File: config.mk
export PLATFORM = sky130hd
export DESIGN_NAME = dac7611_serial_monitor
export DESIGN_NICKNAME = d
export VERILOG_FILES = /design/src/rtl/dac7611_pkg.sv /design/src/rtl/sync_ff.sv /design/src/rtl/dac7611_serial_monitor.sv
export SDC_FILE = /design/constraint.sdc
export NUM_CORES = 1
export LEC_CHECK = 0
export CORE_MARGIN = 4
export CORE_UTILIZATION = 40
export DETAILED_ROUTE_END_ITERATION = 16
export GPL_ROUTABILITY_DRIVEN = 0
export SETUP_SLACK_MARGIN = 0.1
export SLEW_MARGIN = 10
export SYNTH_ARGS = -nofsm -noshare
export SYNTH_HDL_FRONTEND = slang
export SYNTH_SLANG_ARGS = --single-unit
File: constraint.sdc
create_clock -name clk_50M -period 1.9 [get_ports clk_50M]
set_clock_uncertainty 0.2 [all_clocks]
set_input_delay 0.38 -clock clk_50M [delete_from_list [all_inputs] [get_ports clk_50M]]
set_output_delay 0.38 -clock clk_50M [all_outputs]
set_load 0.02 [all_outputs]
File: src/rtl/dac7611_pkg.sv
// dac7611_pkg: shared widths and idle pin levels for the DAC7611 serial monitor
package dac7611_pkg;
    localparam int DAC_DATA_W = 12;
    localparam logic CS_IDLE = 1'b1;
    localparam logic CLK_IDLE = 1'b1;
    localparam logic LD_IDLE = 1'b1;
    localparam logic CLR_IDLE = 1'b1;
    localparam logic SDI_IDLE = 1'b0;
    localparam logic [3:0] BITCNT_MAX = 4'd15;
endpackage

File: src/rtl/sync_ff.sv
// sync_ff: single-bit multi-stage synchronizer preloaded to a chosen level on reset
module sync_ff #(
    parameter int SYNC_STAGES = 2,
    parameter logic RESET_VAL = 1'b0
) (
    input  logic clk,
    input  logic rst_n,
    input  logic d,
    output logic q
);
    logic [SYNC_STAGES-1:0] r;
    always_ff @(posedge clk or negedge rst_n)
        if (!rst_n) r <= {SYNC_STAGES{RESET_VAL}};
        else r <= {r[SYNC_STAGES-2:0], d};
    assign q = r[SYNC_STAGES-1];
endmodule

File: src/rtl/dac7611_serial_monitor.sv
// dac7611_serial_monitor: oversampling decoder of the DAC7611 3-wire bus modelling its input and DAC registers
module dac7611_serial_monitor
    import dac7611_pkg::*;
#(
    parameter int DATA_W = DAC_DATA_W,
    parameter int SYNC_STAGES = 2
) (
    input  logic              clk_50M,
    input  logic              locked,
    input  logic              CS_2,
    input  logic              CLK_3,
    input  logic              SDI_4,
    input  logic              LD_5,
    input  logic              CLR_6,
    output logic [DATA_W-1:0] dac_code,
    output logic [DATA_W-1:0] input_reg,
    output logic              code_valid,
    output logic              frame_err,
    output logic [3:0]        bit_cnt
);
    localparam logic [3:0] FULL = 4'(DATA_W);
    logic cs_s, clk_s, sdi_s, ld_s, clr_s;
    logic cs_d, clk_d, ld_d, clr_d;
    logic [DATA_W-1:0] shift;
    logic cs_fall, cs_rise, clk_rise, ld_fall, clr_fall, shift_en, load;

    sync_ff #(.SYNC_STAGES(SYNC_STAGES), .RESET_VAL(CS_IDLE)) u_cs (.clk(clk_50M), .rst_n(locked), .d(CS_2), .q(cs_s));
    sync_ff #(.SYNC_STAGES(SYNC_STAGES), .RESET_VAL(CLK_IDLE)) u_clk (.clk(clk_50M), .rst_n(locked), .d(CLK_3), .q(clk_s));
    sync_ff #(.SYNC_STAGES(SYNC_STAGES), .RESET_VAL(SDI_IDLE)) u_sdi (.clk(clk_50M), .rst_n(locked), .d(SDI_4), .q(sdi_s));
    sync_ff #(.SYNC_STAGES(SYNC_STAGES), .RESET_VAL(LD_IDLE)) u_ld (.clk(clk_50M), .rst_n(locked), .d(LD_5), .q(ld_s));
    sync_ff #(.SYNC_STAGES(SYNC_STAGES), .RESET_VAL(CLR_IDLE)) u_clr (.clk(clk_50M), .rst_n(locked), .d(CLR_6), .q(clr_s));

    assign cs_fall = cs_d & ~cs_s;
    assign cs_rise = ~cs_d & cs_s;
    assign clk_rise = ~clk_d & clk_s;
    assign ld_fall = ld_d & ~ld_s;
    assign clr_fall = clr_d & ~clr_s;
    // a CLK edge coincident with CS rising sees cs_s=1 and is dropped here
    assign shift_en = clk_rise & ~cs_s;
    assign load = ld_fall & cs_s & clr_s;

    always_ff @(posedge clk_50M or negedge locked) begin
        if (!locked) begin
            cs_d <= CS_IDLE;
            clk_d <= CLK_IDLE;
            ld_d <= LD_IDLE;
            clr_d <= CLR_IDLE;
            shift <= '0;
            bit_cnt <= '0;
            input_reg <= '0;
            dac_code <= '0;
            code_valid <= 1'b0;
            frame_err <= 1'b0;
        end else begin
            cs_d <= cs_s;
            clk_d <= clk_s;
            ld_d <= ld_s;
            clr_d <= clr_s;
            if (shift_en) shift <= {shift[DATA_W-2:0], sdi_s};
            bit_cnt <= cs_fall ? {3'd0, shift_en} :
                       (shift_en && bit_cnt != BITCNT_MAX) ? bit_cnt + 4'd1 : bit_cnt;
            if (cs_rise && bit_cnt == FULL) input_reg <= shift;
            frame_err <= cs_rise && bit_cnt != FULL;
            dac_code <= !clr_s ? '0 : load ? input_reg : dac_code;
            code_valid <= clr_fall | load;
        end
    end
endmodule

==> results.json <==
{
  "outcome": "finished clean",
  "ant_nets": 0,
  "vias_per_cell": 4.83,
  "drc": 0,
  "hp-start": "u_sdi.r[0]",
  "post-route-util_pct": 53.7,
  "root_buffer": "clkbuf_8",
  "tns_ns": 0,
  "drt_iter0_drc": 108,
  "worstPathArrival_ns": 1.70,
  "dieArea_um2": 6360,
  "grt_max_degree": 57,
  "synth_ff_type": "dfrtp_1",
  "syn_nets": 164,
  "synthCells": 155,
  "fin_nets": 209,
  "power_mw": 2.12,
  "cts_setup_buffers": 0,
  "drt-total-wl_um": 3720,
  "crit_start": "bit_cnt[0]",
  "whs_ns": 0.160,
  "cts_max_level": 2,
  "slew_violations": 0,
  "grt_pass1_vias": 1404,
  "place_hpwl_um": 2500,
  "cts_tree": "yes",
  "clk_latency_ns": 0.30,
  "synth_largest_area_cell": "dfrtp_1",
  "antenna_cells": 0,
  "core_um2": 4850,
  "synth-seq-cells": 56,
  "die_x_um": 79.7,
  "yosysWarnings": 0,
  "synth_most_common_cell": "dfrtp_1",
  "post-place-ws_ns": 0.147,
  "synth_area_leaders": "dfrtp_1 53%, dfstp_2 15%, nand2_1 6.7%",
  "ys_types": 28,
  "grt_overflow": 0,
  "cts_max_path_buffers": 2,
  "critPathMaxStageDelay_ns": 0.45,
  "placedCellCount": 259,
  "antenna_found_initial": 0,
  "power.density_nw_per_um2": 815,
  "irDropWorstVdd_mv": 0.421,
  "grt_use_total_pct": 13.3,
  "worst_path_max_delay_cell": "dfrtp_1",
  "start_util_pct": 42.5,
  "syn_to_final_growth_pct": 26.5,
  "num-fill-cells": 412,
  "max_cap_viol_count": 0,
  "synth_top_area_share_pct": 53.5,
  "io_buffers": 36,
  "tightest_slew_ns": 0.568,
  "final_area_um2": 2600,
  "clk_pin_slew_ns": 0.09,
  "row_count": 25,
  "fin_ws_ns": 0.189,
  "syn_avg_cell_area_um2": 13.3,
  "grt_pass1_wl_um": 6610,
  "finalHoldViolCount": 0,
  "clock_sinks": 56,
  "wire_per_inst_um": 13.9,
  "min_path_type": "flop to flop",
  "async_reset_ff_share_pct": 100,
  "drive_above_1_share_pct": 21.4,
  "yosysSeqAreaShare_pct": 68.8,
  "r2r-start": "bit_cnt[0]",
  "setup_viol": 0,
  "final_cells": 268,
  "whs_path_depth": 0,
  "max_slew_margin_pct": 62.1,
  "worst-setup-path-type": "flop to flop",
  "reg2reg_depth": 6,
  "finalCritPeriodShare_pct": 90.1,
  "post_dp_cell_area_um2": 2540,
  "path_max_fanout": 12,
  "vias": 1294,
  "cts_made_buffers": 5,
  "cp_cell_sequence": "inv_2 -> ha_1 -> nand3_1 -> nor2_2 -> buf_12 -> mux2_2",
  "crit_required_ns": 1.89,
  "rsz0062_at_grt": "true",
  "firstDrtPassIters": 4,
  "fmax_mhz": 584,
  "die_y_um": 79.7,
  "period_needed_ns": 1.71,
  "netlist_area_um2": 2060,
  "p_leak_nw": 1.36,
  "netlist_top_cells_count": "44 x dfrtp_1, 37 x nand2_1, 12 x a22o_1, 12 x dfstp_2, 12 x mux2_2",
  "synth-edff-count": 0,
  "ios": 37,
  "cp-start-kind": "flop",
  "end_kind": "flop"
}
## power breakdown
part / internal, mW / switching (mW)
Combinational: 0.0597 / 0.0915
Clock: 0.298 / 0.353
Sequential: 1.27 / 0.0516
## logic make-up after synthesis
| kind of cell | share of synthesized area (%) |
|---|---|
| and+or+nand+nor | 12.0 |
| AOI/OAI and AO/OA | 8.88 |
| DFF | 68.8 |
| buffers and inverters | 2.49 |
| adders and majority gates | 1.22 |
| muxes | 6.57 |
## worst max-delay path: cells and delay by family (launching register included)
| kind | cells | cell delay [ns] |
|---|---|---|
| DFF | 1 | 0.45 |
| muxes | 1 | 0.33 |
| and+or+nand+nor | 2 | 0.25 |
| buffers and inverters | 2 | 0.24 |
| adders and majority gates | 1 | 0.13 |
## routing by layer
metal	vias up	GRT usage, %	wire length [µm]
met4	0	5.74	73
li1	619	-	-
met1	631	17.9	1810
met5	-	0	0
met2	35	20.5	1680
met3	9	3.16	166
## area by class of cell
class                           count  area (µm²)  share of cell area [%]
Clock buffer                        8        90.1                    3.46
Inverter                            4        15.0                   0.577
Multi-Input combinational cell     89         593                    22.8
Sequential cell                    56        1420                    54.4
Tap cell                           67        83.8                    3.22
Timing Repair Buffer               44         405                    15.6
## what timing repair did
item / 4_1_cts / 5_1_grt
pin swaps: 0 / 1
endpoints found under the setup margin: 30 / 14
resized for setup: 30 / 2
endpoints found under the hold margin: 44 / 0
hold buffers: 1 / 0
gates cloned: 0 / 0
## cells in the final DEF (no fill, tap or decap), drive strengths merged
cell type,instances
nor3b,1
nand2,37
nand2b,2
nand3b,1
ha,2
a21oi,1
clkdlybuf4s50,5
nor2b,2
buf,8
or3b,1
dfstp,12
mux2,12
o211ai,1
o41ai,2
dlygate4sd3,1
dfrtp,44
nand3,6
inv,4
and2,1
nor2,4
o21ai,1
and3,1
a22o,12
dlygate4sd2,30
clkbuf,8
o311ai,2
## worst paths after layout
path                       slack, ns            to
min in group asynchronous       0.40   dac_code[1]
max                             0.19  input_reg[8]
min reg2reg                     0.16    u_sdi.r[1]
max reg2reg                     0.19  input_reg[8]
max in group asynchronous       0.81    u_clk.r[1]
min                             0.16    u_sdi.r[1]
No activity file was read; power rests on OpenSTA's default activity.
==> RTL change, RTL diff (config.mk and constraints unchanged) <==
`SYNC_STAGES` is set to 2 in 2 places; all go to 4.
--- a/src/rtl/sync_ff.sv
+++ b/src/rtl/sync_ff.sv
@@ -2,3 +2,3 @@
 module sync_ff #(
-    parameter int SYNC_STAGES = 2,
+    parameter int SYNC_STAGES = 4,
     parameter logic RESET_VAL = 1'b0
--- a/src/rtl/dac7611_serial_monitor.sv
+++ b/src/rtl/dac7611_serial_monitor.sv
@@ -5,3 +5,3 @@
     parameter int DATA_W = DAC_DATA_W,
-    parameter int SYNC_STAGES = 2
+    parameter int SYNC_STAGES = 4
 ) (
Check against the original RTL: not equivalent (a bounded check fails within 4 cycles, from zero or initial values).
==> RTL change against the unedited design <==
  * Total power is 30% higher
  * Routed wire length grew 9.3%
  * Setup slack got worse by 0.026 ns
  * First-iteration DRC count shrank 49%
  * Sequential cell count grew 10
  * Hold slack worse by 0.011 ns
  * Highest routed layer unchanged
  * Global-route usage decreased by 0.18 points
  * Final area increased by 15%
  * Core utilization is 0.24 points higher
  * Non-clock buffer count up 3
  * Largest power group unchanged
  * Largest cell class unchanged
  * Area after synthesis up 13%
  * Fmax is 1.5% lower
  * Count of clock-buffer cells in the layout is 4 higher
  * Die area up 11%
==> RTL change: results (changes against the unedited design) <==
| Metric | Value |
|---|---|
| P_seq | 1.55 mW (was 1.32 mW) |
| Hold path endpoint | u_sdi.r[2] (was u_sdi.r[1]) |
| H-tree depth | 3 (was 2) |
| Status | complete, no violations (unchanged) |
| Met2 WL post-DR | 1962 um (was 1678 um) |
| R2r setup slk | 0.16 ns (was 0.19 ns) |
| Leakage | 1.547 nW (was 1.363 nW) |
| Post-synthesis mux area share | 5.822% (was 6.565%) |
| Met3 WL | 221 um (was 166 um) |
| DP Area | 2814 um^2 (was 2539 um^2) |
| Routed wire length | 4070 um (was 3724 um) |
| Initial DRC count | 55 (was 108) |
| Post-synthesis adder-cell area fraction | 1.078% (was 1.216%) |
| Max VDD drop | 0.5623 mV (was 0.4207 mV) |
| First-pass GRT wire length | 7127 um (was 6610 um) |
| Via count | 1,406 (was 1,294) |
| Synth top area cells | dfrtp_1, dfstp_2, nand2_1 (unchanged) |
| WP data arrival | 1.73 ns (was 1.70 ns) |
| Non-Filler Instances | 294 (was 268) |
| Final period utilization | 91.42% (was 90.07%) |
| Synth Area in Compound Gates | 7.871% (was 8.875%) |
| Setup WS pre-CTS | 0.06246 ns (was 0.1471 ns) |
| NumNets Final | 226 (was 209) |
| Slew margin rel. | 62.22% (was 62.14%) |
| DPL Wire Length | 2850 um (was 2502 um) |
| Layout cells sized above 1 | 28.38% (was 21.39%) |
| Synth cell types | 30 (was 28) |
| Sw frac | 23.34% (was 23.38%) |
| Max FO, Critical Path | 6 (was 12) |
| Clk. pwr | 1.04 mW (was 651 uW) |
| Crit path from | u_clk.r[3] (was bit_cnt[0]) |
| CTS Buf Count | 9 (was 5) |
| Sequential element share of the synthesized area | 72.24% (was 68.81%) |
| Commonest cells in the netlist | dfrtp_1, nand2_1, dfstp_2, a22o_1, mux2_2 (was dfrtp_1, nand2_1, a22o_1, dfstp_2, mux2_2) |
| Post-Synthesis Cells | 165 (was 155) |
| Metal1 wirelength | 1804 um (was 1806 um) |
| Combinational group power | 172 uW (was 151 uW) |
| GRT Total Usage | 13.11% (was 13.29%) |
| Hold WS | 0.1487 ns (was 0.1597 ns) |
| CTS clock-pin slew for the worst setup and hold paths | 0.07 ns (was 0.09 ns) |
| Worst-skew pair later-pin latency | 0.33 ns (was 0.30 ns) |
[RTL change: cell count changes after synthesis, sizes merged]
cell    delta
and2b      +1
buf        +1
clkbuf     -1
dfrtp      +2
dfstp      +8
nor2b      -1
[RTL change: worst max-delay path, stage by stage, from the launching register on]
cell	delay (ns)
dfstp_2	0.54
or3b_4	0.44
o311ai_4	0.33
o41ai_2	0.11
[RTL change: what timing repair did]
action / CTS / global route
setup buffers: 0 / 2
pin swaps: 0 / 1
setup endpoints to repair: 32 / 18
hold buffers: 1 / 0
gates resized for setup: 31 / 4
endpoints found under the hold margin: 3 / 0
[RTL change: area by class of cell]
type,instances,area [um^2]
clock inverters,4,25.02
flip-flops and latches,66,1678
fillers,476,2567
inverters,4,15.01
well taps,72,90.09
repair buffers,47,427.9
clock buffers,12,156.4
multi-input cells,89,614.3
[RTL change: metal layers]
layer / track usage, % / vias up
li1: - / 667
met1: 16.30 / 694
met2: 19.51 / 36
met3: 5.201 / 9
met4: 7.310 / 0
met5: 0 / -
